**config.mk**
```make
export PLATFORM = sky130hd
export DESIGN_NAME = data_cache_ctrl
export DESIGN_NICKNAME = d
export VERILOG_FILES = /design/src/rtl/data_cache_ctrl.sv
export SDC_FILE = /design/constraint.sdc
export NUM_CORES = 1
export LEC_CHECK = 0
export CORE_MARGIN = 2
export CORE_UTILIZATION = 36
export CTS_BUF_LIST = sky130_fd_sc_hd__clkbuf_8 sky130_fd_sc_hd__clkbuf_16
export DETAILED_ROUTE_END_ITERATION = 10
export HOLD_SLACK_MARGIN = 0.12
export PLACE_DENSITY = 0.64
export SLEW_MARGIN = 20
export SYNTH_ARGS = -nofsm -noshare
export SYNTH_HDL_FRONTEND = slang
export SYNTH_SLANG_ARGS = --single-unit
```
**constraint.sdc**
```tcl
create_clock -name CLK -period 3.3 [get_ports CLK]
set_clock_uncertainty 0.2 [all_clocks]
set_input_delay 0.66 -clock CLK [delete_from_list [all_inputs] [get_ports CLK]]
set_output_delay 0.66 -clock CLK [all_outputs]
set_load 0.02 [all_outputs]
```
**src/rtl/data_cache_ctrl.sv**
```systemverilog
// data_cache_ctrl: direct-mapped, write-back, write-allocate byte cache
// sitting between the CPU memory port and a block-wide main memory.
// Hits complete with no stall; a miss stalls the CPU (BUSYWAIT) while the
// FSM writes back a dirty victim, fetches the new block, then installs it.
//
// Ports:
//   CLK, RESET                 clock, synchronous active-high reset
//   READ, WRITE                CPU byte request (level, WRITE wins if both)
//   ADDRESS, WRITEDATA         byte address {tag,index,offset}, store byte
//   READDATA, BUSYWAIT         selected byte, CPU stall (both combinational)
//   MEM_READ, MEM_WRITE        registered block read/write requests
//   MEM_ADDRESS                block address {tag,index}
//   MEM_WRITEDATA              victim block (byte 0 in bits 7:0)
//   MEM_READDATA, MEM_BUSYWAIT fetched block, memory busy
module data_cache_ctrl #(
  parameter int unsigned INDEX_BITS  = 3,
  parameter int unsigned OFFSET_BITS = 2,
  parameter int unsigned TAG_BITS    = 8 - INDEX_BITS - OFFSET_BITS
) (
  input  logic                           CLK,
  input  logic                           RESET,
  input  logic                           READ,
  input  logic                           WRITE,
  input  logic [7:0]                     ADDRESS,
  input  logic [7:0]                     WRITEDATA,
  output logic [7:0]                     READDATA,
  output logic                           BUSYWAIT,
  output logic                           MEM_READ,
  output logic                           MEM_WRITE,
  output logic [TAG_BITS+INDEX_BITS-1:0] MEM_ADDRESS,
  output logic [(8<<OFFSET_BITS)-1:0]    MEM_WRITEDATA,
  input  logic [(8<<OFFSET_BITS)-1:0]    MEM_READDATA,
  input  logic                           MEM_BUSYWAIT
);

  localparam int unsigned NUM_BLOCKS = 1 << INDEX_BITS;
  localparam int unsigned BLOCK_W    = 8 << OFFSET_BITS;
  localparam int unsigned BIT_SEL_W  = OFFSET_BITS + 3;

  typedef enum logic [1:0] {IDLE, WRITEBACK, FETCH, UPDATE} state_t;

  state_t                 state_q, state_d;
  logic                   mem_read_q, mem_read_d;
  logic                   mem_write_q, mem_write_d;
  logic [NUM_BLOCKS-1:0]  valid_q, valid_d;
  logic [NUM_BLOCKS-1:0]  dirty_q, dirty_d;
  logic [TAG_BITS-1:0]    tag_q  [NUM_BLOCKS];
  logic [TAG_BITS-1:0]    tag_d  [NUM_BLOCKS];
  logic [BLOCK_W-1:0]     data_q [NUM_BLOCKS];
  logic [BLOCK_W-1:0]     data_d [NUM_BLOCKS];

  // Address fields and hit detection
  logic [TAG_BITS-1:0]    addr_tag;
  logic [INDEX_BITS-1:0]  addr_idx;
  logic [OFFSET_BITS-1:0] addr_off;
  logic [BIT_SEL_W-1:0]   bit_base;
  logic                   req_c;
  logic                   hit_c;

  assign addr_tag = ADDRESS[7 -: TAG_BITS];
  assign addr_idx = ADDRESS[OFFSET_BITS +: INDEX_BITS];
  assign addr_off = ADDRESS[OFFSET_BITS-1:0];
  assign bit_base = {addr_off, 3'b000};
  assign req_c    = READ || WRITE;
  assign hit_c    = valid_q[addr_idx] && (tag_q[addr_idx] == addr_tag);

  // Next-state, hit write and block install
  always_comb begin
    state_d = state_q;
    valid_d = valid_q;
    dirty_d = dirty_q;
    tag_d   = tag_q;
    data_d  = data_q;
    case (state_q)
      IDLE: begin
        if (req_c) begin
          if (hit_c) begin
            if (WRITE) begin
              data_d[addr_idx][bit_base +: 8] = WRITEDATA;
              dirty_d[addr_idx]               = 1'b1;
            end
          end else if (valid_q[addr_idx] && dirty_q[addr_idx]) begin
            state_d = WRITEBACK;
          end else begin
            state_d = FETCH;
          end
        end
      end
      WRITEBACK: if (!MEM_BUSYWAIT) state_d = FETCH;
      FETCH:     if (!MEM_BUSYWAIT) state_d = UPDATE;
      UPDATE: begin
        data_d[addr_idx]  = MEM_READDATA;
        tag_d[addr_idx]   = addr_tag;
        valid_d[addr_idx] = 1'b1;
        dirty_d[addr_idx] = 1'b0;
        state_d           = IDLE;
      end
      default: state_d = IDLE;
    endcase
    // Memory strobes are decodes of the state being entered
    mem_read_d  = (state_d == FETCH);
    mem_write_d = (state_d == WRITEBACK);
  end

  // Control state with synchronous reset
  always_ff @(posedge CLK) begin
    if (RESET) begin
      state_q     <= IDLE;
      mem_read_q  <= 1'b0;
      mem_write_q <= 1'b0;
      valid_q     <= '0;
      dirty_q     <= '0;
    end else begin
      state_q     <= state_d;
      mem_read_q  <= mem_read_d;
      mem_write_q <= mem_write_d;
      valid_q     <= valid_d;
      dirty_q     <= dirty_d;
    end
  end

  // Tag and data arrays are qualified by valid, so they need no reset
  always_ff @(posedge CLK) begin
    tag_q  <= tag_d;
    data_q <= data_d;
  end

  assign MEM_READ      = mem_read_q;
  assign MEM_WRITE     = mem_write_q;
  assign MEM_ADDRESS   = (state_q == WRITEBACK) ? {tag_q[addr_idx], addr_idx}
                                                : {addr_tag, addr_idx};
  assign MEM_WRITEDATA = data_q[addr_idx];
  assign READDATA      = data_q[addr_idx][bit_base +: 8];
  assign BUSYWAIT      = (state_q != IDLE) || (req_c && !hit_c);

endmodule

```
# After elaboration in Yosys (flattened, before gate mapping)
# Index checks and enable logic that the tools add are counted.
# Widths: inputs -> output; s select.
dict set report word_totals {
  regBits 300
  output_inout_bits 49
}
dict set report classes {
  bitwise_logic 5
  reduce_logical 12
  addsub 1
  eq_ne 9
  n_lt_le_gt_ge 4
  muxes 36
  shifts 3
}
# operator n
set ops {}
lappend ops {{$mux 256} 3}
lappend ops {{$bwmux 256} 2}
lappend ops {{$pmux 256 s2} 1}
lappend ops {{$demux 32 s3} 2}
lappend ops {{$mux 32} 4}
lappend ops {{$bmux 32 s3} 1}
lappend ops {{$shift 8x7->32 const A} 1}
lappend ops {{$shiftx 32x6->8} 1}
lappend ops {{$shiftx 8x7->32} 1}
lappend ops {{$bwmux 24} 1}
lappend ops {{$mux 8} 3}
lappend ops {{$or 8x8->8} 2}
lappend ops {{$pmux 8 s2} 1}
lappend ops {{$mux 2} 5}
lappend ops {{$bmux 3 s3} 1}
lappend ops {{$demux 3 s3} 1}
lappend ops {{$mux 3} 3}
lappend ops {{$and 8x8->8} 1}
lappend ops {{$not 8->8} 1}
lappend ops {{$pmux 2 s4} 1}
lappend ops {{$neg 5->7} 1}
lappend ops {{$bmux 1 s3} 2}
lappend ops {{$eq 2x2->1 const B} 3}
lappend ops {{$mux 6} 1}
lappend ops {{other kinds (16)} 27}

# Logic depth before layout (Yosys ltp)
dict set report logic_depth {
  word_depth 10
  ltp_mapped 11
  mapped_depth_nobuf 6
}

# Worst setup path before layout
# No wires, ideal clock.
dict set report synth_path {
  kind {input to output}
  start {in ADDRESS[4]}
  end {out READDATA[3]}
  t_required_ps 2440
  path_stages 8
  path_slack_ps -242
  arrival_time_ps 2682
  path_cell_list {buf_2 > buf_4 > buf_2 > clkbuf_1 > mux4_2 > nand2_1 > nand3_1 > mux4_2}
}
dict set report synth_between {
  elab_chain_len 5
}
# item line_no
set synth_rtl {}
lappend synth_rtl {{start: declaration} 24} ;# input logic [7:0] ADDRESS,
lappend synth_rtl {{$not 3->4} n/a}
lappend synth_rtl {{$bmux 32 s3} n/a}
lappend synth_rtl {{$mux 32 (2 in series)} n/a}
lappend synth_rtl {{via MEM_WRITEDATA[11]} 31} ;# output logic [(8<<OFFSET_BITS)-1:0] MEM_WRITEDATA,
lappend synth_rtl {{$shiftx 32x6->8} 133} ;# assign READDATA = data_q[addr_idx][bit_base +: 8];
lappend synth_rtl {{end: declaration} 26} ;# output logic [7:0] READDATA,
# The timed path passes the listed nets, and every way through them passes these cells. The select of a mux whose other input is x is not followed.

# Final worst setup path
dict set report layout_path {
  start {in ADDRESS[3]}
  end {out READDATA[4]}
}
dict set report layout_between {
  elab_chain_len 5
}
# item line_no
set layout_rtl {}
lappend layout_rtl {{$not 3->4 (implied by the code)} 133}
lappend layout_rtl {{$bmux 32 s3} 133}
lappend layout_rtl {{$mux 32 (implied by the code) (2 in series)} 133}
lappend layout_rtl {{$shiftx 32x6->8} 133}
# No other way between the ends. The select of a mux whose other input is x is not followed.

==> results.md <==
- Top Ports: 102
- Worst rel slew slack: 0.494
- Initial antenna violation count: 1
- Hold Path Origin: valid_q[0]
- Critical Path AT: 2.66 ns
- Setup_tns: -1.35 ns
- Layout area overhead: 32.3%
- Residual DRC: 0
- Setup crit start kind: input port
- Antenna-violating nets left: 0
- Core area: 40900 um^2
- Flop-to-flop setup slack: about 0.38 ns
- Final WS setup: -0.224 ns
- Worst slew pin tran: around 0.76 ns
- Final hold viol count: 0
- Leakage: 6.49 nW
- DIE HEIGHT: about 210 um
- Synth warnings: 0
- Final slew viol count: 0
- Min Tclk post-route: 3.52 ns
- Final Util: 0.485
- Hold Path Class: reg2reg
- Unrepaired setup endpoints after global routing: yes
- Synthesized area per cell: 10.8 um^2
- Chip width: about 210 um
- Clock Power Share: 0.385
- RD Place Congestion: 0.951
- Hpwl dp: 39400 um
- Synth Instances: 1387
- Final WL: 56400 um
- Clock tree buffer depth: 3
- GRT Util Overall: 0.253
- Starting Density: 0.366
- Flop pwr share: 0.470
- Mapped Area: 15000 um^2
- # port buffers: between 100 and 150
- Hold depth: 2
- Clock-pin slew on the worst setup and hold paths: 0.06 ns
- Setup-failing EPs final: 9
- Psw: 2.20 mW
- Sw Share: 0.248
- Yosys cell types: 55
- Hold_buf cts: 0
- Crit end category: output port
- CTS tree: done
- CTS buffer count: 31
- Die area: 43300 um^2
- Synthesized netlist net count: 1445
- Async SR Flop Fraction: 0
- Worst-path maximum fanout: 7
- R2R cell count: 9
- Largest net degree at the start of global routing: between 40 and 50
- Seq/Total Area, Yosys: 0.588
- Status: finished with violations
- EDFF count, synth: 280
- Hold Path End: valid_q[0]
- Wire per inst: 25.6 um
- Vias in the first global route: 12900
- WS Path Type: in2out
- R2r startpoint: tag_q[16]
- Synth Flop Type: edfxtp_1
- Max frequency: 284 MHz
- FILL cells: 3605
- NumNets Final: 1709
- VDD IR max: 0.329 mV
- Seq cells post-synth: 300
- Initial DRC Count: 1648
- CTS Root Cell: clkbuf_16
- Final period util: 1.07
- Comb pwr share: 0.145
- Detailed-route via count: between 10000 and 15000
- Pint: 6.67 mW
- Crit path required time: ~2.4 ns
- Pwr dens: 447 nW/um^2
- Drt first pass iters: 8
- Sink Count: 300
- Grt ovf: 0
- Clock Latency Late Sink: 0.56 ns
- Vias per inst: 5.98
- Violated checks: setup timing
- First-pass GRT wire length: 82900 um
- Rows: 74
- Share of cells above drive strength 1: 0.274
- CTS HTree Levels: 1
- Worst R2R End: data_q[103]
- Max Cap Viol: 0
==> routing by layer <==
| metal | routed length, um | track usage |
|---|---|---|
| met5 | 0 | 0 |
| met4 | 2900 | 0.120 |
| met3 | 6730 | 0.0613 |
| met2 | 25600 | 0.400 |
| met1 | 21100 | 0.329 |
==> worst max-delay path, cell delays in order <==
cell and delay (ns):
buf_16 0.13, buf_8 0.12, buf_4 0.10, nor2_2 0.05, buf_6 0.13, a222oi_1 0.49
o21ai_2 0.21, mux4_2 0.58, buf_6 0.17
==> how the worst max path moves through the flow <==
stage | start | endpoint | slack [ns] | cells past startpoint
floorplan | ADDRESS[2] | READDATA[1] | -0.04 | 9
global placement | ADDRESS[4] | READDATA[4] | -0.86 | 7
global route | ADDRESS[3] | READDATA[4] | -0.22 | 9
detailed placement | ADDRESS[4] | READDATA[4] | -0.85 | 7
finish | ADDRESS[3] | READDATA[4] | -0.22 | 9
CTS | ADDRESS[3] | MEM_WRITEDATA[14] | -0.20 | 11
==> synthesized netlist by cell type (20+ instances only) <==
library cell	instances	area [um^2]
a21oi_1	29	145
a221oi_1	28	245
a22oi_1	23	173
a31o_2	25	219
buf_2	58	290
clkbuf_1	33	124
dfxtp_1	20	400
edfxtp_1	280	8410
mux2_2	22	248
mux2i_1	40	400
nand2_1	316	1190
nor2_1	91	342
o21ai_0	250	1250
==> cell type report <==
type | instances | area [um^2] | share of cell area
antenna | 1 | 2.50 | 0.000126
multi-input combinational | 963 | 5980 | 0.302
sequential | 300 | 8810 | 0.444
clock buffer | 34 | 817 | 0.0412
timing repair buffer | 348 | 3370 | 0.170
clock inverter | 17 | 144 | 0.00726
inverter | 7 | 42.5 | 0.00214
tap | 532 | 666 | 0.0336
==> layout by cell type, fill, tap and decap left out, types with 8 or more instances in the layout <==
cell / count
a32oi_1: 8
buf_12: 28
a221oi_2: 21
a22oi_1: 19
inv_1: 14
buf_4: 196
nor2_1: 78
nand2_1: 315
a21oi_1: 27
o21ai_2: 11
buf_6: 35
edfxtp_1: 280
a22o_1: 13
mux4_2: 14
mux2i_1: 38
a31o_2: 25
clkdlybuf4s50_1: 54
dlygate4sd2_1: 19
mux2_2: 18
clkbuf_16: 32
o21ai_0: 236
o21ai_1: 11
dfxtp_1: 20
a221o_1: 9
==> power by group through the flow <==
stage / clock network [mW] / registers, mW / logic (mW)
after floorplan: 0 / 4.24 / 0.530
after global placement: 0 / 4.24 / 1.15
after detailed placement: 0 / 4.24 / 1.16
after CTS: 3.42 / 4.16 / 1.23
after global routing: 3.57 / 4.17 / 1.34
final: 3.42 / 4.16 / 1.29
==> through the flow <==
stage / setup slack, ns / std cells / cell area [um^2] / power, mW / hold slack, ns
final: -0.224 / 2202 / 19800 / 8.87 / 0.270
after global routing: -0.222 / 2201 / 19800 / 9.07 / 0.292
after CTS: -0.198 / 2186 / 19600 / 8.82 / 0.273
after detailed placement: -0.847 / 2114 / 18100 / 5.40 / 0.258
after global placement: -0.856 / 2114 / 18100 / 5.39 / 0.248
after floorplan: -0.0354 / 1387 / 15100 / 4.77 / 0.240
==> state kept, by name, indices dropped and copies added, names as in the netlist, named ones only <==
| name | flops |
|---|---|
| data_q | 256 |
| tag_q | 24 |
| valid_q | 8 |
| state_q | 2 |
| MEM_READ | 1 |
| MEM_WRITE | 1 |
==> kinds of logic (layout without fill, tap and decap cells) <==
| family | after synthesis | after routing | share of synthesized area |
|---|---|---|---|
| other | 0 | 1 | 0 |
| AOI/OAI and AO/OA | 431 | 431 | 0.179 |
| and+or+nand+nor | 451 | 451 | 0.121 |
| buffers and inverters | 124 | 406 | 0.0437 |
| muxes | 76 | 76 | 0.0643 |
| DFF | 300 | 300 | 0.588 |
| adders and majority gates | 5 | 5 | 0.00417 |
==> repair_timing <==
item / 4_1_cts / 5_1_grt
cloned: 4 / 1
setup buffers: 19 / 16
resized for setup: 172 / 46
pin swaps: 27 / 19
setup endpoints to repair: 228 / 20
Note: power is estimated with default switching activity, not from simulation.
